[src/rtl/anchor_ebi_rd_ctrl_if.sv]
// rtl/anchor_ebi_rd_ctrl_if.sv - FIFO and EBI data-path signals of the read-side frame controller
interface anchor_ebi_rd_ctrl_if #(
  parameter int DATA_W = 16,
  parameter int CNT_W  = 12
);
  logic              rd_ena;
  logic [DATA_W-1:0] fifo_dout;
  logic              fifo_empty;
  logic [CNT_W-1:0]  fifo_count;
  logic              fifo_rd_en;
  logic [DATA_W-1:0] ebi_dout;
  logic              ebi_irq;

  modport slave (
    input  rd_ena, fifo_dout, fifo_empty, fifo_count,
    output fifo_rd_en, ebi_dout, ebi_irq
  );

  modport master (
    output rd_ena, fifo_dout, fifo_empty, fifo_count,
    input  fifo_rd_en, ebi_dout, ebi_irq
  );
endinterface

[src/rtl/anchor_ebi_rd_ctrl.sv]
// rtl/anchor_ebi_rd_ctrl.sv - EBI read frame controller: frame IRQ, per-strobe FIFO pop, underflow/timeout drain
module anchor_ebi_rd_ctrl #(
  parameter int                DATA_W         = 16,
  parameter int                CNT_W          = 12,
  parameter int                FRAME_WORDS    = 64,
  parameter int                TIMEOUT        = 65535,
  parameter logic [DATA_W-1:0] UNDERFLOW_WORD = 16'hDEAD
) (
  input  logic                 rd_clk,
  input  logic                 rd_rst_n,
  anchor_ebi_rd_ctrl_if.slave  bus,
  output logic                 busy,
  output logic                 frame_done,
  output logic                 err_underflow,
  output logic                 err_timeout,
  input  logic                 err_clr
);
  localparam int WC_W = $clog2(FRAME_WORDS + 1);
  localparam int TO_W = $clog2(TIMEOUT);
  localparam logic [CNT_W-1:0] FRAME_CNT = CNT_W'(FRAME_WORDS);
  localparam logic [WC_W-1:0]  FRAME_WC  = WC_W'(FRAME_WORDS);
  localparam logic [TO_W-1:0]  TO_LAST   = TO_W'(TIMEOUT - 2);

  typedef enum logic [2:0] {IDLE, ARMED, READING, DRAIN, DONE} state_t;

  state_t          state, state_nxt;
  logic [WC_W-1:0] word_cnt, wc_nxt, wc_inc;
  logic [TO_W-1:0] to_cnt, to_nxt;
  logic            rd_ena_q, strobe;
  logic            pop, load_word, uf_evt, to_evt, irq_set, irq_clr;

  // one strobe per NRDE assertion, however long the MCU holds it
  assign strobe         = bus.rd_ena & ~rd_ena_q;
  assign wc_inc         = word_cnt + WC_W'(1);
  assign bus.fifo_rd_en = pop;
  assign busy           = (state != IDLE);
  assign frame_done     = (state == DONE);

  always_comb begin
    state_nxt = state;
    wc_nxt    = word_cnt;
    to_nxt    = to_cnt;
    pop       = 1'b0;
    load_word = 1'b0;
    uf_evt    = 1'b0;
    to_evt    = 1'b0;
    irq_set   = 1'b0;
    irq_clr   = 1'b0;
    case (state)
      IDLE: begin
        if (bus.fifo_count >= FRAME_CNT) begin
          state_nxt = ARMED;
          irq_set   = 1'b1;
        end
        if (strobe) uf_evt = 1'b1;
      end
      ARMED: begin
        if (strobe) begin
          irq_clr = 1'b1;
          to_nxt  = '0;
          wc_nxt  = WC_W'(1);
          if (!bus.fifo_empty) begin
            pop       = 1'b1;
            load_word = 1'b1;
          end else begin
            uf_evt = 1'b1;
          end
          state_nxt = (FRAME_WORDS == 1) ? DONE : READING;
        end
      end
      READING: begin
        if (strobe) begin
          to_nxt = '0;
          wc_nxt = wc_inc;
          if (!bus.fifo_empty) begin
            pop       = 1'b1;
            load_word = 1'b1;
          end else begin
            uf_evt = 1'b1;
          end
          if (wc_inc == FRAME_WC) state_nxt = DONE;
        end else begin
          to_nxt = to_cnt + TO_W'(1);
          if (to_cnt == TO_LAST) begin
            to_evt    = 1'b1;
            state_nxt = DRAIN;
          end
        end
      end
      DRAIN: begin
        to_nxt = '0;
        // MCU reads here get the marker word; only drain pops advance the frame
        if (strobe) uf_evt = 1'b1;
        if (!bus.fifo_empty) begin
          pop    = 1'b1;
          wc_nxt = wc_inc;
          if (wc_inc == FRAME_WC) begin
            wc_nxt    = '0;
            state_nxt = IDLE;
          end
        end
      end
      DONE: begin
        wc_nxt    = '0;
        state_nxt = IDLE;
      end
      default: state_nxt = IDLE;
    endcase
  end

  always_ff @(posedge rd_clk or negedge rd_rst_n) begin
    if (!rd_rst_n) begin
      state         <= IDLE;
      word_cnt      <= '0;
      to_cnt        <= '0;
      rd_ena_q      <= 1'b0;
      bus.ebi_dout  <= '0;
      bus.ebi_irq   <= 1'b0;
      err_underflow <= 1'b0;
      err_timeout   <= 1'b0;
    end else begin
      state    <= state_nxt;
      word_cnt <= wc_nxt;
      to_cnt   <= to_nxt;
      rd_ena_q <= bus.rd_ena;
      if (load_word)   bus.ebi_dout <= bus.fifo_dout;
      else if (uf_evt) bus.ebi_dout <= UNDERFLOW_WORD;
      if (irq_set)      bus.ebi_irq <= 1'b1;
      else if (irq_clr) bus.ebi_irq <= 1'b0;
      // a new event outranks a simultaneous clear
      err_underflow <= uf_evt | (err_underflow & ~err_clr);
      err_timeout   <= to_evt | (err_timeout & ~err_clr);
    end
  end
endmodule

[src/flat_wrapper.sv]
// flat-port wrapper written by rule: the top's interface ports become plain ports
module anchor_ebi_rd_ctrl_flat 
#(
  parameter int                DATA_W         = 16,
  parameter int                CNT_W          = 12,
  parameter int                FRAME_WORDS    = 64,
  parameter int                TIMEOUT        = 65535,
  parameter logic [DATA_W-1:0] UNDERFLOW_WORD = 16'hDEAD
)
  (rd_clk, rd_rst_n, busy, frame_done, err_underflow, err_timeout, err_clr, bus_rd_ena, bus_fifo_dout, bus_fifo_empty, bus_fifo_count, bus_fifo_rd_en, bus_ebi_dout, bus_ebi_irq);
  anchor_ebi_rd_ctrl_if #(.DATA_W(DATA_W), .CNT_W(CNT_W)) bus_i ();
  input  logic rd_clk;
  input  logic rd_rst_n;
  output logic busy;
  output logic frame_done;
  output logic err_underflow;
  output logic err_timeout;
  input  logic err_clr;
  input wire logic [$bits(bus_i.rd_ena)-1:0] bus_rd_ena;
  input wire logic [$bits(bus_i.fifo_dout)-1:0] bus_fifo_dout;
  input wire logic [$bits(bus_i.fifo_empty)-1:0] bus_fifo_empty;
  input wire logic [$bits(bus_i.fifo_count)-1:0] bus_fifo_count;
  output wire logic [$bits(bus_i.fifo_rd_en)-1:0] bus_fifo_rd_en;
  output wire logic [$bits(bus_i.ebi_dout)-1:0] bus_ebi_dout;
  output wire logic [$bits(bus_i.ebi_irq)-1:0] bus_ebi_irq;
  assign bus_i.rd_ena = bus_rd_ena;
  assign bus_i.fifo_dout = bus_fifo_dout;
  assign bus_i.fifo_empty = bus_fifo_empty;
  assign bus_i.fifo_count = bus_fifo_count;
  assign bus_fifo_rd_en = bus_i.fifo_rd_en;
  assign bus_ebi_dout = bus_i.ebi_dout;
  assign bus_ebi_irq = bus_i.ebi_irq;
  anchor_ebi_rd_ctrl #(.DATA_W(DATA_W), .CNT_W(CNT_W), .FRAME_WORDS(FRAME_WORDS), .TIMEOUT(TIMEOUT), .UNDERFLOW_WORD(UNDERFLOW_WORD)) u_core (.rd_clk(rd_clk), .rd_rst_n(rd_rst_n), .bus(bus_i), .busy(busy), .frame_done(frame_done), .err_underflow(err_underflow), .err_timeout(err_timeout), .err_clr(err_clr));
endmodule
[config.mk]
export PLATFORM = sky130hd
export DESIGN_NAME = anchor_ebi_rd_ctrl_flat
export DESIGN_NICKNAME = d
export VERILOG_FILES = /design/src/rtl/anchor_ebi_rd_ctrl_if.sv /design/src/rtl/anchor_ebi_rd_ctrl.sv /design/src/flat_wrapper.sv
export SDC_FILE = /design/constraint.sdc
export NUM_CORES = 1
export LEC_CHECK = 0
export CORE_UTILIZATION = 45
export DETAILED_ROUTE_END_ITERATION = 16
export PLACE_DENSITY = 0.75
export SYNTH_ARGS = -nofsm -noshare
export SYNTH_HDL_FRONTEND = slang
export SYNTH_SLANG_ARGS = --single-unit
[constraint.sdc]
create_clock -name rd_clk -period 1.63 [get_ports rd_clk]
set_input_delay 0.4075 -clock rd_clk [delete_from_list [all_inputs] [get_ports rd_clk]]
set_output_delay 0.4075 -clock rd_clk [all_outputs]
set_load 0.05 [all_outputs]
Yosys cells after proc, flatten, opt, wreduce, memory -nomap -nowiden
Index checks and enable logic that the tools add are counted.
{"block": "word_totals", "register_bits": 46, "in_bits": 33, "out_inout_bits": 22, "elab_cells": 76}
{"block": "op_classes", "addsub": 2, "n_lt_le_gt_ge": 1, "eq_ne": 13, "mux": 34, "n_bitwise": 7, "reduce_logical": 11}
{"operator": "2-to-1 mux 16 bit", "count": 4}
{"operator": "one-hot mux 16 bit (3 select lines)", "count": 1}
{"operator": "2-to-1 mux 7 bit", "count": 4}
{"operator": "one-hot mux 7 bit (4 select lines)", "count": 1}
{"operator": "2-to-1 mux 3 bit", "count": 7}
{"operator": "adder 16 x 1 -> 16 bit (second input constant)", "count": 1}
{"operator": "equality test 16 bit (second input constant)", "count": 1}
{"operator": "2-to-1 mux 1 bit", "count": 14}
{"operator": "greater-or-equal comparator 12 x 7 -> 1 bit (second input constant)", "count": 1}
{"operator": "one-hot mux 3 bit (4 select lines)", "count": 1}
{"operator": "inequality test 2 x 1 -> 1 bit (second input constant)", "count": 4}
{"operator": "adder 7 x 1 -> 7 bit (second input constant)", "count": 1}
{"operator": "equality test 7 bit (second input constant)", "count": 1}
{"operator": "equality test 3 x 2 -> 1 bit (second input constant)", "count": 2}
{"operator": "AND reduction 6 bit", "count": 1}
{"operator": "nonzero test 3 bit", "count": 2}
{"operator": "one-hot mux 1 bit (2 select lines)", "count": 2}
{"operator": "AND reduction 4 bit", "count": 1}
{"operator": "nonzero test 2 bit", "count": 2}
{"operator": "nonzero test 4 bit", "count": 1}
{"operator": "OR reduction 2 bit", "count": 2}
{"operator": "AND 1 bit", "count": 3}
{"operator": "equality test 3 x 1 -> 1 bit (second input constant)", "count": 1}
{"operator": "equality test 3 bit (second input constant)", "count": 1}
{"operator": "7 further kinds", "count": 9}

Logic depth before layout (Yosys ltp)
{"block": "depth", "depth_word": 6, "ltp_mapped": 7, "mapped_depth_nobuf": 6}

Worst setup path after synthesis
Ideal clock, no wire load.
{"block": "synth_path", "path_kind": "register to register", "start": "register u_core.state[1]", "end": "register u_core.word_cnt[0]", "setup_ns": 0.126, "arrival_ns": 2.361, "required_time_ns": 1.504, "slack_ns": -0.857, "stages_incl_launch_ff": 5, "n_path_buf": 1, "period_less_slack_ns": 2.487, "cell_sequence": "dfrtp_1 -> buf_6 -> nor3b_1 -> o21ba_2 -> a221o_1"}
{"block": "synth_via", "elab_chain_len": 3, "elab_cells_between_ends": 10, "classes_between": "eq/ne: 7; mux: 1; reduce/logical: 2"}
{"item": "from (decl)", "line": "anchor_ebi_rd_ctrl.sv:26", "text": "state_t state, state_nxt;"}
{"item": "from (signal assigned)", "line": "anchor_ebi_rd_ctrl.sv:122", "text": "state <= state_nxt;"}
{"item": "equality test 3 bit (*)"}
{"item": "via frame_done", "line": "flat_wrapper.sv:15", "text": "output logic frame_done;"}
{"item": "nonzero test 4 bit (no line)"}
{"item": "AND reduction 4 bit (no line)"}
{"item": "to (signal assigned)", "line": "anchor_ebi_rd_ctrl.sv:123", "text": "word_cnt <= wc_nxt;"}
{"item": "to (decl)", "line": "anchor_ebi_rd_ctrl.sv:27", "text": "logic [WC_W-1:0] word_cnt, wc_nxt, wc_inc;"}
Mark *: on every way through the listed nets, which the timed path passes. The rest lies on a longest branch.
A chain may end at the register's enable or synchronous reset.

Worst setup path in the final report
{"block": "layout_path", "start": "register u_core.rd_ena_q", "end": "output bus_fifo_rd_en"}
{"block": "layout_via", "elab_chain_len": 4}
{"item": "from (decl)", "line": "anchor_ebi_rd_ctrl.sv:29", "text": "logic rd_ena_q, strobe;"}
{"item": "from (signal assigned)", "line": "anchor_ebi_rd_ctrl.sv:125", "text": "rd_ena_q <= bus.rd_ena;"}
{"item": "NOT 1 bit", "line": "anchor_ebi_rd_ctrl.sv:33", "text": "assign strobe = bus.rd_ena & ~rd_ena_q;"}
{"item": "AND 1 bit", "line": "anchor_ebi_rd_ctrl.sv:33"}
{"item": "2-to-1 mux 1 bit", "line": "anchor_ebi_rd_ctrl.sv:58", "text": "if (strobe) begin"}
{"item": "one-hot mux 1 bit (2 select lines)", "line": "anchor_ebi_rd_ctrl.sv:49", "text": "case (state)"}
{"item": "to (decl)", "line": "flat_wrapper.sv:23", "text": "output wire logic [$bits(bus_i.fifo_rd_en)-1:0] bus_fifo_rd_en;"}
No other way between the ends.

==> results.cfg <==
[status]
status = complete, but fails checks
failed_checks = setup timing

[sta]
timing.final.crit_share_pct = 117.4
fmax_mhz = 522.6
relSlewSlack_pct = 72.03
setup_viol = 15
skew_ps = 5.832
report.final.hold_viol_count = 0
setup_ws_ps = -283.6
tightestPinTransition_ps = 419.5
period_minus_slack_ps = 1914
rsz0062_at_grt = true
finalMaxSlewViolations = 0

[floorplanning]
core_region_area_um2 = 5172
die_x_um = 75.79
fp.dieArea_um2 = 5743
die_y_um = 75.79
num_rows = 26
initial_core_util_pct = 47.36
io_pins = 55

[global_routing]
grt_pass1_vias = 2128
grt_pass1_wl_um = 9998
grt_max_degree = 30
grt_overflow = 0
grt_use_total_pct = 23.51
grt_antenna_before_repair = 0

[clocking]
clock_latency_ps = 310
clock_path_buffers = 2
cts_buffers = 5
h-tree-depth = 2
cts_sinks = 46
clk_pin_slew_ps = 90
cts_tree = done
cts_root_buf = clkbuf_8

[synth]
synth.distinct_cells = 56
synthCells = 235
yosys_warnings = 0
ys_seq_area_share_pct = 46.99
syn_area_um2 = 2450
synth.avg_cell_area_um2 = 10.42
synth_fp_nets = 271
synth-edff-count = 0
ys_ff_latch = 46
async_flop_share_pct = 100.0
ys.flop_type = dfrtp_1

[worst_setup_path]
path_class = flop to primary output
rr_endpoint = u_core.word_cnt[6]
worst-path-max-fanout = 4
r2r_slack_ps = -170
arrival_ps = 1510
start_kind = flop
reg2reg_depth = 6
critPathCaptureType = primary output
r2r-start = u_core.state[0]
worstPathRequired_ps = 1220

[placement]
dpl_worst_slack_ps = -559.6
io_buffers = 48
dp_hpwl_um = 4395
dpl_cell_area_um2 = 3426
place_congestion = 0.8166

[drt]
wl_um = 6719
vias = 2284
drt_iter0_drc = 148
first_pass_iters = 4
wire_per_inst_um = 16.84
viasPerCell = 5.724
drc = 0
detail-route-antenna-nets = 0

[layout]
area_delta_synth_final_pct = 54.80
antenna_cells = 0
fin_area_um2 = 3792
final_layout_size_suffix_gt1_share_pct = 36.17
utilization_pct = 73.32
final_net_count = 364

[power_and_ir_drop]
powerDensity_nw_per_um2 = 660.5
leakage_nw = 1.547
ir_worst_vdd_uv = 500.2

[worst_hold_path]
hold_path.class = input port to async pin

[flow_run]
cap_violations = 0
-- flip-flops by register name, summed over array words and instances (netlist names) --
signal and flops:
u_core.state 3, u_core.err_underflow 1, u_core.err_timeout 1, u_core.rd_ena_q 1
u_core.to_cnt 16, u_core.bus.ebi_dout 16, u_core.bus.ebi_irq 1, u_core.word_cnt 7
-- worst max-delay path by stage --
| stage | startpoint | endpoint | slack [ps] | cells after the start |
|---|---|---|---|---|
| after global placement | bus_rd_ena | u_core.state[0] | -510 | 6 |
| after global routing | u_core.rd_ena_q | bus_fifo_rd_en | -320 | 4 |
| final | u_core.rd_ena_q | bus_fifo_rd_en | -280 | 4 |
| after detailed placement | bus_rd_ena | u_core.state[0] | -560 | 6 |
| after floorplan | u_core.rd_ena_q | bus_fifo_rd_en | -150 | 4 |
| after CTS | u_core.rd_ena_q | bus_fifo_rd_en | -240 | 4 |
-- routing by layer --
layer / part of all wire [%] / up-vias / routed length [µm] / track usage (%)
met5: 0 / - / 0 / 0
met4: 2.0 / 0 / 136 / 8.025
met3: 6.7 / 13 / 451 / 5.159
met2: 49 / 113 / 3259 / 38.05
met1: 43 / 1095 / 2872 / 31.25
li1: - / 1063 / - / -
-- cells in the mapped netlist (4+ instances only) --
library cell	n	area share [%]
dfrtp_1	46	47
nand2_1	17	2.6
nor2_1	15	2.3
o21ai_0	14	2.9
a21oi_1	11	2.2
o22a_1	11	3.9
a22o_1	7	2.5
nand3_1	7	1.4
nor3_1	7	1.4
nand4_1	6	1.5
xnor2_1	6	2.1
a31oi_1	5	1.3
inv_1	5	0.77
o31ai_1	5	1.5
or3_1	5	1.3
buf_6	4	1.8
o21ai_1	4	0.82
-- what timing repair did --
item                       CTS  global route
hold buffers                 0             0
setup buffers                6             9
setup endpoints to repair   45            41
gates resized for setup     22            23
pin swaps                    9            11
-- report_power, final --
part	switching (mW)	internal, mW
logic	0.238	0.270
clock network	0.416	0.302
registers	0.0859	1.19
total	0.740	1.77
-- critical path, stage by stage (launching register included) --
cell      delay, ps
dfrtp_1         450
nand3b_4        190
a21o_4          230
nor3_4          140
buf_6           180
-- placed cells by master, fill, tap and decap left out, types with 6 or more instances in the layout --
| master | synthesis | routed |
|---|---|---|
| dfrtp_1 | 46 | 41 |
| buf_4 | 0 | 35 |
| clkdlybuf4s50_1 | 0 | 24 |
| buf_12 | 0 | 22 |
| nand2_1 | 17 | 16 |
| nor2_1 | 15 | 15 |
| o22a_1 | 11 | 11 |
| o21ai_0 | 14 | 10 |
| buf_6 | 4 | 10 |
| a21oi_1 | 11 | 9 |
| a22o_1 | 7 | 7 |
| o21ai_1 | 4 | 7 |
| nor3_4 | 1 | 6 |
| xnor2_1 | 6 | 6 |
| nand4_1 | 6 | 6 |
-- stage by stage --
stage,hold slack (ps),instances,power (mW),setup TNS (ps)
after floorplan,111.9,235,1.510,-690.8
after global placement,363.2,376,1.738,-18970
after detailed placement,363.1,376,1.756,-20480
after CTS,27.00,390,2.480,-801.2
after global routing,50.17,399,2.602,-2536
final,18.17,399,2.505,-1661
-- cells by family after synthesis --
logic type	count (synthesis)	share of synthesized area, %
compound gates	74	21.86
xor+xnor	8	2.860
fa+ha+maj	3	1.532
buf+inv	15	4.086
flops	46	46.99
simple gates	89	22.68
-- area by class of cell --
| class | instances | area [µm²] |
|---|---|---|
| fillers | 321 | 1380 |
| multi-input cells | 174 | 1333 |
| flip-flops and latches | 46 | 1157 |
| repair buffers | 95 | 1100 |
| well taps | 70 | 87.58 |
| clock buffers | 5 | 68.82 |
| inverters | 6 | 25.02 |
| clock inverters | 3 | 21.27 |
Power figures use the tool's default switching activity.
